## config.mk

```make
export PLATFORM = sky130hd
export DESIGN_NAME = pdp_mem_arbiter
export DESIGN_NICKNAME = d
export VERILOG_FILES = /design/src/rtl/pdp_mem_arbiter.sv
export SDC_FILE = /design/constraint.sdc
export NUM_CORES = 1
export LEC_CHECK = 0
export BUFFER_PORTS_ARGS = -buffer_cell sky130_fd_sc_hd__buf_2
export CORE_UTILIZATION = 48
export CTS_CLUSTER_DIAMETER = 150
export CTS_CLUSTER_SIZE = 20
export DETAILED_ROUTE_END_ITERATION = 10
export GPL_TIMING_DRIVEN = 0
export PLACE_DENSITY = 0.8
export SLEW_MARGIN = 20
export SYNTH_ARGS = -nofsm -noshare
export SYNTH_HDL_FRONTEND = slang
export SYNTH_SLANG_ARGS = --single-unit
```

## constraint.sdc

```tcl
create_clock -name clk -period 3.3 [get_ports clk]
set_clock_uncertainty 0.05 [all_clocks]
set_input_delay 0.495 -clock clk [delete_from_list [all_inputs] [get_ports clk]]
set_output_delay 0.495 -clock clk [all_outputs]
set_load 0.005 [all_outputs]
```

## src/rtl/pdp_mem_arbiter.sv

```systemverilog
// rtl/pdp_mem_arbiter.sv - single-port PDP-8 memory arbiter between ifetch and EXEC with bus locking
// Optional build macro PDP_ARB_RR_EN selects round-robin IDLE arbitration instead of fixed EXEC priority.
module pdp_mem_arbiter #(
   parameter int ADDR_WIDTH = 12,
   parameter int DATA_WIDTH = 12,
   parameter int MAX_WAIT   = 4
) (
   input  logic                  clk,
   input  logic                  reset,
   input  logic                  fetch_rd_req,
   input  logic [ADDR_WIDTH-1:0] fetch_rd_addr,
   output logic                  fetch_rd_gnt,
   output logic                  fetch_rd_valid,
   output logic [DATA_WIDTH-1:0] fetch_rd_data,
   input  logic                  exec_rd_req,
   input  logic [ADDR_WIDTH-1:0] exec_rd_addr,
   input  logic                  exec_wr_req,
   input  logic [ADDR_WIDTH-1:0] exec_wr_addr,
   input  logic [DATA_WIDTH-1:0] exec_wr_data,
   input  logic                  exec_lock,
   output logic                  exec_rd_gnt,
   output logic                  exec_wr_gnt,
   output logic                  exec_rd_valid,
   output logic [DATA_WIDTH-1:0] exec_rd_data,
   output logic                  mem_rd_req,
   output logic                  mem_wr_req,
   output logic [ADDR_WIDTH-1:0] mem_addr,
   output logic [DATA_WIDTH-1:0] mem_wr_data,
   input  logic [DATA_WIDTH-1:0] mem_rd_data
);

   localparam int CW = $clog2(MAX_WAIT + 1);
   localparam logic [CW-1:0] WAIT_LIMIT = CW'(MAX_WAIT);

   typedef enum logic {
      S_IDLE,
      S_LOCKED
   } state_t;

   state_t                state_q, state_d;
   logic [CW-1:0]         wait_cnt_q, wait_cnt_d;
   logic                  fetch_rd_gnt_q, fetch_rd_gnt_d;
   logic                  exec_rd_gnt_q, exec_rd_gnt_d;
   logic                  exec_wr_gnt_q, exec_wr_gnt_d;
   logic                  mem_rd_req_q, mem_rd_req_d;
   logic                  mem_wr_req_q, mem_wr_req_d;
   logic [ADDR_WIDTH-1:0] mem_addr_q, mem_addr_d;
   logic [DATA_WIDTH-1:0] mem_wr_data_q, mem_wr_data_d;
   logic                  rd_owner_exec_q, rd_owner_exec_d;
   logic                  fetch_rd_valid_q, fetch_rd_valid_d;
   logic [DATA_WIDTH-1:0] fetch_rd_data_q, fetch_rd_data_d;
   logic                  exec_rd_valid_q, exec_rd_valid_d;
   logic [DATA_WIDTH-1:0] exec_rd_data_q, exec_rd_data_d;
`ifdef PDP_ARB_RR_EN
   logic                  last_fetch_q, last_fetch_d;
`endif

   logic exec_pend;
   logic locked_hold;
   logic grant_exec;
   logic grant_fetch;
   logic do_exec_wr;
   logic do_exec_rd;

   always_comb begin
      exec_pend   = exec_wr_req | exec_rd_req;
      // LOCKED only holds while exec_lock stays high; a sampled 0 arbitrates as IDLE at once
      locked_hold = (state_q == S_LOCKED) && exec_lock;
      grant_exec  = 1'b0;
      grant_fetch = 1'b0;
      if (locked_hold) begin
         grant_exec = exec_pend;
      end else begin
`ifdef PDP_ARB_RR_EN
         if (exec_pend && fetch_rd_req) begin
            grant_fetch = ~last_fetch_q;
            grant_exec  = last_fetch_q;
         end else begin
            grant_exec  = exec_pend;
            grant_fetch = fetch_rd_req;
         end
`else
         if (fetch_rd_req && (!exec_pend || (wait_cnt_q == WAIT_LIMIT))) begin
            grant_fetch = 1'b1;
         end else begin
            grant_exec = exec_pend;
         end
`endif
      end
      do_exec_wr = grant_exec & exec_wr_req;
      do_exec_rd = grant_exec & ~exec_wr_req;
   end

   always_comb begin
      state_d = S_IDLE;
      if ((grant_exec && exec_lock) || locked_hold) begin
         state_d = S_LOCKED;
      end

      wait_cnt_d = wait_cnt_q;
      if (!locked_hold) begin
         if (grant_fetch) begin
            wait_cnt_d = '0;
         end else if (fetch_rd_req && (wait_cnt_q != WAIT_LIMIT)) begin
            wait_cnt_d = wait_cnt_q + 1'b1;
         end
      end

`ifdef PDP_ARB_RR_EN
      last_fetch_d = last_fetch_q;
      if (grant_fetch) begin
         last_fetch_d = 1'b1;
      end else if (grant_exec) begin
         last_fetch_d = 1'b0;
      end
`endif

      fetch_rd_gnt_d  = grant_fetch;
      exec_rd_gnt_d   = do_exec_rd;
      exec_wr_gnt_d   = do_exec_wr;
      mem_rd_req_d    = grant_fetch | do_exec_rd;
      mem_wr_req_d    = do_exec_wr;
      rd_owner_exec_d = do_exec_rd;

      mem_addr_d    = mem_addr_q;
      mem_wr_data_d = mem_wr_data_q;
      if (grant_fetch) begin
         mem_addr_d = fetch_rd_addr;
      end else if (do_exec_wr) begin
         mem_addr_d    = exec_wr_addr;
         mem_wr_data_d = exec_wr_data;
      end else if (do_exec_rd) begin
         mem_addr_d = exec_rd_addr;
      end

      // Read data is captured at the end of the strobe cycle and steered by the owner tag
      fetch_rd_valid_d = mem_rd_req_q & ~rd_owner_exec_q;
      exec_rd_valid_d  = mem_rd_req_q & rd_owner_exec_q;
      fetch_rd_data_d  = fetch_rd_valid_d ? mem_rd_data : fetch_rd_data_q;
      exec_rd_data_d   = exec_rd_valid_d ? mem_rd_data : exec_rd_data_q;
   end

   always_ff @(posedge clk) begin
      if (reset) begin
         state_q          <= S_IDLE;
         wait_cnt_q       <= '0;
         fetch_rd_gnt_q   <= 1'b0;
         exec_rd_gnt_q    <= 1'b0;
         exec_wr_gnt_q    <= 1'b0;
         mem_rd_req_q     <= 1'b0;
         mem_wr_req_q     <= 1'b0;
         mem_addr_q       <= '0;
         mem_wr_data_q    <= '0;
         rd_owner_exec_q  <= 1'b0;
         fetch_rd_valid_q <= 1'b0;
         fetch_rd_data_q  <= '0;
         exec_rd_valid_q  <= 1'b0;
         exec_rd_data_q   <= '0;
`ifdef PDP_ARB_RR_EN
         last_fetch_q     <= 1'b1;
`endif
      end else begin
         state_q          <= state_d;
         wait_cnt_q       <= wait_cnt_d;
         fetch_rd_gnt_q   <= fetch_rd_gnt_d;
         exec_rd_gnt_q    <= exec_rd_gnt_d;
         exec_wr_gnt_q    <= exec_wr_gnt_d;
         mem_rd_req_q     <= mem_rd_req_d;
         mem_wr_req_q     <= mem_wr_req_d;
         mem_addr_q       <= mem_addr_d;
         mem_wr_data_q    <= mem_wr_data_d;
         rd_owner_exec_q  <= rd_owner_exec_d;
         fetch_rd_valid_q <= fetch_rd_valid_d;
         fetch_rd_data_q  <= fetch_rd_data_d;
         exec_rd_valid_q  <= exec_rd_valid_d;
         exec_rd_data_q   <= exec_rd_data_d;
`ifdef PDP_ARB_RR_EN
         last_fetch_q     <= last_fetch_d;
`endif
      end
   end

   assign fetch_rd_gnt   = fetch_rd_gnt_q;
   assign fetch_rd_valid = fetch_rd_valid_q;
   assign fetch_rd_data  = fetch_rd_data_q;
   assign exec_rd_gnt    = exec_rd_gnt_q;
   assign exec_wr_gnt    = exec_wr_gnt_q;
   assign exec_rd_valid  = exec_rd_valid_q;
   assign exec_rd_data   = exec_rd_data_q;
   assign mem_rd_req     = mem_rd_req_q;
   assign mem_wr_req     = mem_wr_req_q;
   assign mem_addr       = mem_addr_q;
   assign mem_wr_data    = mem_wr_data_q;

endmodule

```

Yosys cells after proc, flatten, opt, wreduce, memory -nomap -nowiden
Index checks and enable logic that the tools add are counted.
{ "word_totals": {"regBits": 58, "latch_bits": 0, "mem_bits_rw": 0, "romBits": 0, "in_bits": 66, "output_inout_bits": 55, "wordCells": 46, "memories": 0} }
{ "classes": {"addsub": 1, "n_mul": 0, "div": 0, "n_lt_le_gt_ge": 0, "n_eq_ne": 2, "shift": 0, "mux": 10, "bitwise": 10, "n_reduce_logical": 11} }
{ "op_table": {"columns": ["operator", "count"], "rows": [
  ["12-bit 2-to-1 mux", 3],
  ["3-bit 2-to-1 mux", 2],
  ["1-bit 2-to-1 mux", 5],
  ["1-bit AND", 4],
  ["1-bit logical AND", 4],
  ["1-bit inverter", 4],
  ["2-bit AND reduction", 2],
  ["3-bit by 1-bit adder with 3-bit output (second input constant)", 1],
  ["3-bit == test (second input constant)", 1],
  ["3-bit != test (second input constant)", 1],
  ["3-bit nonzero test", 1],
  ["1-bit logical OR", 2],
  ["1-bit OR", 2],
  ["2-bit nonzero test", 1],
  ["1-bit zero test", 1]
]} }

Depth between registers and ports, before layout
Gate-level depths: netlist (run 1).
{ "depth": {"word_depth": 10, "mapped_depth": 7, "ltp_nobuf": 6} }

Worst setup path after synthesis (run 1)
OpenSTA, ideal clock, no wires.
{ "synth_timing": {"path_kind": "input-to-reg", "from": "input fetch_rd_req", "to": "register mem_wr_data_q[3], in the netlist mem_wr_data[3]", "setup_time_ps": 128, "arrival_ps": 1412, "required_ps": 3122, "setup_slack_ps": 1711, "cell_stages": 6, "n_path_buf": 2, "path_cell_list": "a21bo_1 > buf_6 > o21ai_4 > buf_12 > mux2i_1 > nor2_1"} }
{ "synth_between": {"elab_chain_cells": 5, "word_cells_on_any_way": 8, "cone_classes": "mux (4); bitwise (2); reduce/logical (2)"} }
{ "synth_rtl": {"columns": ["item", "line", "text"], "rows": [
  ["start, declared", "10", "input logic fetch_rd_req,"],
  ["1-bit logical AND (*)", "83", "if (fetch_rd_req && (!exec_pend || (wait_cnt_q == WAIT_LIMIT))) begin"],
  ["1-bit 2-to-1 mux", "83", null],
  ["1-bit 2-to-1 mux", "71", "if (locked_hold) begin"],
  ["1-bit AND / 1-bit inverter (equally long branches)", null, null],
  ["2-bit AND reduction (no source line) (*)", null, null],
  ["end signal, assigned", "171", "mem_wr_data_q <= mem_wr_data_d;"],
  ["end, declared", "48", "logic [DATA_WIDTH-1:0] mem_wr_data_q, mem_wr_data_d;"]
]} }
Every way passes the cells marked *; elsewhere a longest branch is shown, timed or not.
A chain may end at the register's enable or synchronous reset.

Final worst setup path (run 1)
{ "layout_timing": {"from": "register wait_cnt_q[0]", "to": "register mem_addr_q[1], in the netlist mem_addr[1]"} }
{ "layout_between": {"elab_chain_cells": 8, "word_cells_on_any_way": 12, "cone_classes": "eq/ne (1); mux (6); bitwise (2); reduce/logical (3)"} }
{ "layout_rtl": {"columns": ["item", "line", "text"], "rows": [
  ["start, declared", "41", "logic [CW-1:0] wait_cnt_q, wait_cnt_d;"],
  ["start signal, assigned", "164", "wait_cnt_q <= wait_cnt_d;"],
  ["3-bit == test (*)", "83", null],
  ["1-bit logical OR (*)", "83", null],
  ["1-bit logical AND (*)", "83", null],
  ["1-bit 2-to-1 mux", "83", null],
  ["1-bit 2-to-1 mux", "71", null],
  ["1-bit AND", "90", "do_exec_wr = grant_exec & exec_wr_req;"],
  ["12-bit 2-to-1 mux", "129", "end else if (do_exec_wr) begin"],
  ["12-bit 2-to-1 mux", "127", "if (grant_fetch) begin"],
  ["end signal, assigned", "170", "mem_addr_q <= mem_addr_d;"],
  ["end, declared", "47", "logic [ADDR_WIDTH-1:0] mem_addr_q, mem_addr_d;"]
]} }
Marks and branches as above.

==> metrics.md, run 1 <==
| Metric | Value |
|---|---|
| Crit share post-route | 0.504 |
| Post-DRT Antenna Nets | 0 |
| # nets final | 468 |
| Final TNS setup | 0 ns |
| HP Class | in2reg |
| Crit path depth | 7 |
| Skew-Pair Late Insertion Delay | 0.34 ns |
| Vias in the first global route | 2107 |
| DR pass1 iterations | 4 |
| H-Tree Depth | 3 |
| Slowest cell on the critical path | dfxtp_1 |
| Via count of the routed design | 2291 |
| Starting DRT DRC Count | 80 |
| Status | finished clean |
| Critical Setup Path Class | reg2reg |
| CP peak stage delay | 0.34 ns |
| Slew @ Worst Pin | 0.512 ns |
| CP delay by family, top | compound AO/OA/AOI/OAI gates |
| Overall routing resource usage | 0.236 |
| Switching part of the total power | 0.235 |
| Hold_ws | 0.336 ns |
| Worst-path clk slew | 0.06 ns |
| Wire per inst | 12.3 µm |
| Final hold vios | 0 |
| Startpoint Class | register |
| Die Y | 72.3 µm |
| FMAX | 602 MHz |
| Unrepaired setup endpoints after global routing | false |
| Max Cap Viol | 0 |
| WP data arrival | 1.81 ns |
| R2R Path End | mem_addr[1] |
| Postcts setup bufs | 0 |
| Max IR drop VDD | 0.226 mV |
| Seq/Total Area, Yosys | 0.490 |
| Clock root buffer master | clkbuf_8 |
| Buf/Inv on CP | 2 |
| CP endpoint kind | register |
| Design area | 3250 µm² |
| NetSw | 0.000382 W |
| Worst r2r src | wait_cnt_q[0] |
| IO Port Bufs | 119 |
| Fraction of layout cells with a size suffix above 1 | 0.361 |
| Number of synthesized register bits | 58 |
| Dpl cell area | 3050 µm² |
| Grt met2 use | 0.393 |
| HPWL Detailed | 4.35 mm |
| Clock Sinks | 58 |
| CTS Hold Buffers Added | 0 |
| Via density per instance | 4.86 |
| Area growth from synthesis to layout | 37.3% |
| Clk network pwr share | 0.409 |
| Final setup viols | 0 |
| Worst reg2reg path depth | 7 |
| Die W | 72.3 µm |
| Post-Synthesis Cells | 270 |
| Critical path fanouts, max | 10 |
| Met3 usage | 0.0681 |
| Initial antenna violation count | 0 |
| # DRC | 0 |
| Worst path cell trace | inv_1, ha_1, a2bb2oi_1, clkbuf_2, nor2_4, a22oi_1, a21oi_1 |
| # diodes | 0 |
| Seq pwr share | 0.464 |
| Worst setup margin | 1.64 ns |
| Mean Syn Cell Area | 8.78 µm² |
| Grt met1 use | 0.271 |
| Starting Density | 0.502 |
| Std-Cell Rows | 25 |
| Core Area | 4720 µm² |
| Largest net degree at the start of global routing | 11 |
| CTS tree | built |
| Pwr Total | 0.00163 W |
| Internal power | 0.00125 W |
| IO Count | 121 |
| Yosys cell types | 33 |
| CP Data Required Time | 3.45 ns |
| Clk buf depth | 2 |
| Resize count post-CTS | 0 |
| LEAKAGE | 1.57 nW |
| YS warnings | 0 |
| Congestion Overflow GR | 0 |
| Total nets after synthesis | 338 |
| CP startpoint | wait_cnt_q[0] |
| Slew Limit Fails | 0 |
| Die area | 5220 µm² |
| Reg-to-reg slack, setup | 1.64 ns |
| Post-Route WL | 5.81 mm |
| Max-slew headroom | 0.659 |
| Gr busiest metal | met2 |
| Placer Congestion | 0.756 |
| First-pass GRT wire length | 9.35 mm |
| Power per cell area | 500 nW/µm² |
| End of the critical path | mem_addr[1] |
| Synthesized cell area | 2370 µm² |
| Logic gate share of total power | 0.127 |
| Post-Place Worst Slack | 1.47 ns |
| Filler Cells Inserted | 393 |
| CTS Buf Count | 9 |
| Min Tclk post-route | 1.66 ns |
registers in the layout (all words and copies together) (netlist names):
signal	count
exec_rd_valid	1
rd_owner_exec_q	1
mem_addr	12
state_q	1
wait_cnt_q	3
fetch_rd_valid	1
fetch_rd_gnt	1
mem_rd_req	1
fetch_rd_data	12
exec_rd_data	12
mem_wr_data	12
mem_wr_req	1
through the flow:
| stage | util | std cells |
|---|---|---|
| after floorplan | - | 270 |
| after global placement | 0.646 | 456 |
| after detailed placement | 0.646 | 456 |
| after CTS | 0.689 | 471 |
| after global routing | 0.689 | 471 |
| final | 0.689 | 471 |
cells in the final DEF (no fill, tap or decap), types with 5 or more instances in the layout:
| cell | synthesis | routed |
|---|---|---|
| clkbuf_8 | 0 | 12 |
| a21oi_1 | 39 | 39 |
| inv_1 | 5 | 5 |
| nand2_1 | 60 | 60 |
| o211ai_1 | 8 | 8 |
| o21ai_0 | 10 | 10 |
| clkbuf_1 | 10 | 11 |
| buf_2 | 2 | 121 |
| dfxtp_1 | 58 | 58 |
| mux2i_1 | 22 | 22 |
| nor2_1 | 18 | 18 |
power groups by stage:
stage          clock, W  combinational, W  sequential, W
3_5_place_dp          0          0.000208       0.000769
3_3_place_gp          0          0.000203       0.000767
5_1_grt        0.000711          0.000231       0.000757
4_1_cts        0.000677          0.000209       0.000754
2_1_floorplan         0          0.000107       0.000772
6_report       0.000666          0.000207       0.000754
logic make-up after synthesis:
family                     share of synthesized area
buffers and inverters                         0.0575
and+or+nand+nor                                0.169
DFF                                            0.490
adders and majority gates                     0.0106
AOI/OAI and AO/OA                              0.173
xor gates and xnor gates                     0.00739
muxes                                         0.0929
metal layers:
layer	wire, µm	vias to the layer above
met5	0	-
met4	131	0
met3	512	11
met2	2690	102
met1	2470	1004
li1	-	1174
layout make-up:
class	count	area (µm²)	area share
sequential	58	1160	0.357
buffer	19	118	0.0362
multi-input combinational	188	1070	0.330
tap	67	83.8	0.0258
timing repair buffer	119	596	0.183
clock buffer	13	169	0.0519
clock inverter	2	35.0	0.0108
inverter	5	18.8	0.00577
worst register-to-register path, delay by kind of cell (launching register included):
family,cells,cell delay [ns]
adder cells (fa/ha/maj),1,0.23
buffers and inverters,2,0.34
AO/OA/AOI/OAI,3,0.48
AND/OR/NAND/NOR,1,0.08
flip-flops,1,0.34
how the worst min path moves through the flow:
stage	slack, ns	endpoint	start	depth (start not counted)
finish	0.34	mem_wr_data[4]	exec_wr_data[4]	3
floorplan	0.40	exec_rd_data[0]	exec_rd_data[0]	2
detailed placement	0.39	fetch_rd_data[1]	fetch_rd_data[1]	2
global route	0.36	mem_wr_data[1]	exec_wr_data[1]	3
global placement	0.39	exec_rd_data[9]	exec_rd_data[9]	2
CTS	0.33	mem_wr_data[4]	exec_wr_data[4]	3
cells in the mapped netlist:
cell type	instances	area [µm²]
and3b_1	1	8.76
o21ai_4	1	16.3
a2bb2oi_1	2	17.5
buf_6	2	22.5
a21oi_1	39	195
or2_4	1	8.76
o21bai_1	1	7.51
a21bo_1	1	10.0
clkbuf_2	1	5.00
ha_1	2	25.0
nor2b_1	2	12.5
o21ai_0	10	50.1
nor2_4	1	11.3
buf_12	1	20.0
buf_2	2	10.0
mux2i_1	22	220
a211o_1	2	17.5
o211ai_1	8	60.1
o211ai_2	1	12.5
nand3b_1	1	7.51
a22oi_1	3	22.5
dfxtp_1	58	1160
nor2_1	18	67.6
or4_1	1	7.51
and3_1	1	6.26
and2_1	2	12.5
buf_4	3	22.5
clkbuf_1	10	37.5
inv_1	5	18.8
nor3_1	4	20.0
nand2b_1	2	12.5
xnor2_1	2	17.5
nand2_1	60	225
(Power assumes the default switching activity.)
==> inputs of run 2 (changes only) <==
--- a/config.mk
+++ b/config.mk
@@ -6,12 +6,12 @@
 export NUM_CORES = 1
 export LEC_CHECK = 0
 export BUFFER_PORTS_ARGS = -buffer_cell sky130_fd_sc_hd__buf_2
-export CORE_UTILIZATION = 48
+export CORE_UTILIZATION = 45
 export CTS_CLUSTER_DIAMETER = 150
 export CTS_CLUSTER_SIZE = 20
 export DETAILED_ROUTE_END_ITERATION = 10
 export GPL_TIMING_DRIVEN = 0
-export PLACE_DENSITY = 0.8
+export PLACE_DENSITY = 0.75
 export SLEW_MARGIN = 20
 export SYNTH_ARGS = -nofsm -noshare
 export SYNTH_HDL_FRONTEND = slang
==> constraint.sdc (replaced) <==
create_clock -name clk -period 1.7 [get_ports clk]
set_clock_uncertainty 0.05 [all_clocks]
set_input_delay 0.255 -clock clk [delete_from_list [all_inputs] [get_ports clk]]
set_output_delay 0.255 -clock clk [all_outputs]
set_load 0.005 [all_outputs]
==> run 2 against run 1 <==
Worst setup slack worse by 1.5 ns. Sequential power up 94%. Non-clock buffer count unchanged. Critical endpoint is now mem_addr[8]. Clock power up 48%. Core utilization down 5.6 points. Global-route usage down 1.4 points. Cell count up 0.21%. Largest power group unchanged. Critical path type unchanged.
==> metrics.md, run 2 (synthesis results as in run 1) <==
| Metric | Value |
|---|---|
| Status | finished clean |
| Vias in the first global route | 2009 (-4.7%) |
| CTS tree | built |
| Via count of the routed design | 2301 (+0.44%) |
| Max Cap Viol | 0 (unchanged) |
| Hold path endpoint | mem_wr_data[7] |
| Hold-critical path depth | 3 (unchanged) |
| Worst-path clk slew | 0.06 ns (about the same) |
| Crit share post-route | 0.940 (+0.437) |
| H-Tree Depth | 3 (unchanged) |
| IO Port Bufs | 119 (unchanged) |
| Wire per inst | 12.6 µm (+2.2%) |
| CP Data Required Time | 1.90 ns (-1.55 ns) |
| LEAKAGE | 1.54 nW (-1.8%) |
| Congestion Overflow GR | 0 (unchanged) |
| Filler Cells Inserted | 482 (+23%) |
| Largest net degree at the start of global routing | 11 (unchanged) |
| Via density per instance | 4.88 (+0.22%) |
| Final hold vios | 0 (unchanged) |
| Clock root buffer master | clkbuf_8 |
| Power per cell area | 889 nW/µm² (+78%) |
| Overall routing resource usage | 0.222 (-0.0141) |
| Slew Limit Fails | 0 (unchanged) |
| Slew @ Worst Pin | 0.521 ns (+0.00911 ns) |
| FMAX | 626 MHz (+4.0%) |
| Hold wc startpoint | exec_wr_data[7] |
| Commonest non-fill, non-tap cell in the layout | buf_2 |
| Max-slew headroom | 0.653 (-0.00607) |
| HPWL Detailed | 4.48 mm (+3.1%) |
| Die W | 74.6 µm (+3.2%) |
| Die area | 5560 µm² (+6.5%) |
| Placer Congestion | 0.759 (+0.37%) |
| Skew-Pair Late Insertion Delay | 0.32 ns (-0.02 ns) |
| Final setup viols | 0 (unchanged) |
| Multi-input logic area | 1080 µm² (+0.82%) |
| Core Area | 5070 µm² (+7.4%) |
| Starting DRT DRC Count | 72 (-10%) |
| Post-Place Worst Slack | 0.0458 ns (-1.42 ns) |
| WP data arrival | 1.80 ns (about the same) |
| DR pass1 iterations | 4 (unchanged) |
| Starting Density | 0.467 (-0.0348) |
| Worst setup margin | 0.101 ns (-1.54 ns) |
| Min Tclk post-route | 1.60 ns (-0.0637 ns) |
| Sequential cell area | 1160 µm² (unchanged) |
| Area growth from synthesis to layout | 35.5% |
| Startpoint Class | register |
| # DRC | 0 (unchanged) |
| # nets final | 468 (unchanged) |
| Critical Setup Path Class | reg2reg |
| CP endpoint kind | register |
| Clock Sinks | 58 (unchanged) |
| Postcts setup bufs | 0 (unchanged) |
| Worst r2r src | wait_cnt_q[0] |
| R2R Path End | mem_addr[8] |
| Critical path fanouts, max | 3 (-7) |
| Max IR drop VDD | 0.400 mV (+77%) |
| # diodes | 0 (unchanged) |
| Worst reg2reg path depth | 6 (-1) |
| Final TNS setup | 0 ns (unchanged) |
| Post-Route WL | 5.95 mm (+2.4%) |
| First-pass GRT wire length | 9.05 mm (-3.3%) |
| Die Y | 74.6 µm (+3.2%) |
| Clk buf depth | 2 (unchanged) |
| Reg-to-reg slack, setup | 0.10 ns (-1.54 ns) |
| IO Count | 121 (unchanged) |
| Std-Cell Rows | 26 (+4.0%) |
| Most frequent cells in the layout | buf_2 (121), nand2_1 (60), dfxtp_1 (58), a21oi_1 (39), mux2i_1 (22) |
| CTS Hold Buffers Added | 0 (unchanged) |
| Fraction of layout cells with a size suffix above 1 | 0.366 (+0.00429) |
| Unrepaired setup endpoints after global routing | false |
| Resize count post-CTS | 0 (unchanged) |
| HP Class | in2reg |
| CTS Buf Count | 9 (unchanged) |
| Initial antenna violation count | 0 (unchanged) |
| Post-DRT Antenna Nets | 0 (unchanged) |
[run 2: cell types whose count changed in the layout (fill, tap and decap cells not counted)]
cell | previous run | this run
clkbuf_8 | 12 | 9
clkinv_2 | 1 | 3
a2bb2oi_1 | 2 | 1
a2bb2oi_2 | 0 | 1
buf_4 | 3 | 4
bufinv_16 | 1 | 0
clkbuf_1 | 11 | 10
clkbuf_2 | 1 | 0
clkinvlp_4 | 0 | 1
ha_1 | 2 | 1
ha_2 | 0 | 1
[run 2: final cells by class]
class | count | area share
Timing Repair Buffer | 119 | 0.186
Sequential cell | 58 | 0.362
Buffer | 19 | 0.0374
Clock inverter | 4 | 0.00701
Tap cell | 70 | 0.0273
Multi-Input combinational cell | 188 | 0.337
Clock buffer | 9 | 0.0386
Inverter | 5 | 0.00585
[run 2: critical path: stages, from the launching register on]
cell       delay (ns)
dfxtp_1          0.33
inv_1            0.07
ha_2             0.20
and3_1           0.20
a2bb2oi_1        0.18
or4_1            0.41
o21ai_0          0.08
[run 2: layer usage]
metal	vias to the layer above	global-route usage	routed length [µm]
li1	1174	-	-
met1	1017	0.261	2540
met2	102	0.360	2810
met3	8	0.0867	529
met4	0	0.0943	70
met5	-	0	0
[run 2: how the worst max path moves through the flow]
| stage | startpoint | to | slack (ns) | depth (start not counted) |
|---|---|---|---|---|
| 5_1_grt | wait_cnt_q[0] | mem_wr_data[3] | 0.02 | 7 |
| 3_5_place_dp | wait_cnt_q[0] | mem_addr[1] | 0.05 | 7 |
| 3_3_place_gp | wait_cnt_q[0] | mem_addr[0] | 0.08 | 7 |
| 6_report | wait_cnt_q[0] | mem_addr[8] | 0.10 | 6 |
| 4_1_cts | wait_cnt_q[0] | mem_addr[0] | 0.03 | 7 |
| 2_1_floorplan | wait_cnt_q[0] | mem_addr[8] | 0.24 | 6 |
[run 2: power by group]
group | internal (W) | switching, W | total (W)
Clock | 0.000494 | 0.000489 | 0.000984
Sequential | 0.00143 | 0.0000334 | 0.00146
Combinational | 0.000204 | 0.000203 | 0.000407
Total | 0.00213 | 0.000726 | 0.00285
[run 2: stage by stage]
step	hold WS [ns]	instances	total power [W]	area, µm²	util
6_report	0.109	472	0.00285	3210	0.633
5_1_grt	0.117	472	0.00299	3210	0.633
3_5_place_dp	0.393	459	0.00190	3050	0.602
3_3_place_gp	0.390	459	0.00189	3050	0.602
4_1_cts	0.102	472	0.00288	3200	0.630
2_1_floorplan	0.341	270	0.00171	2370	-
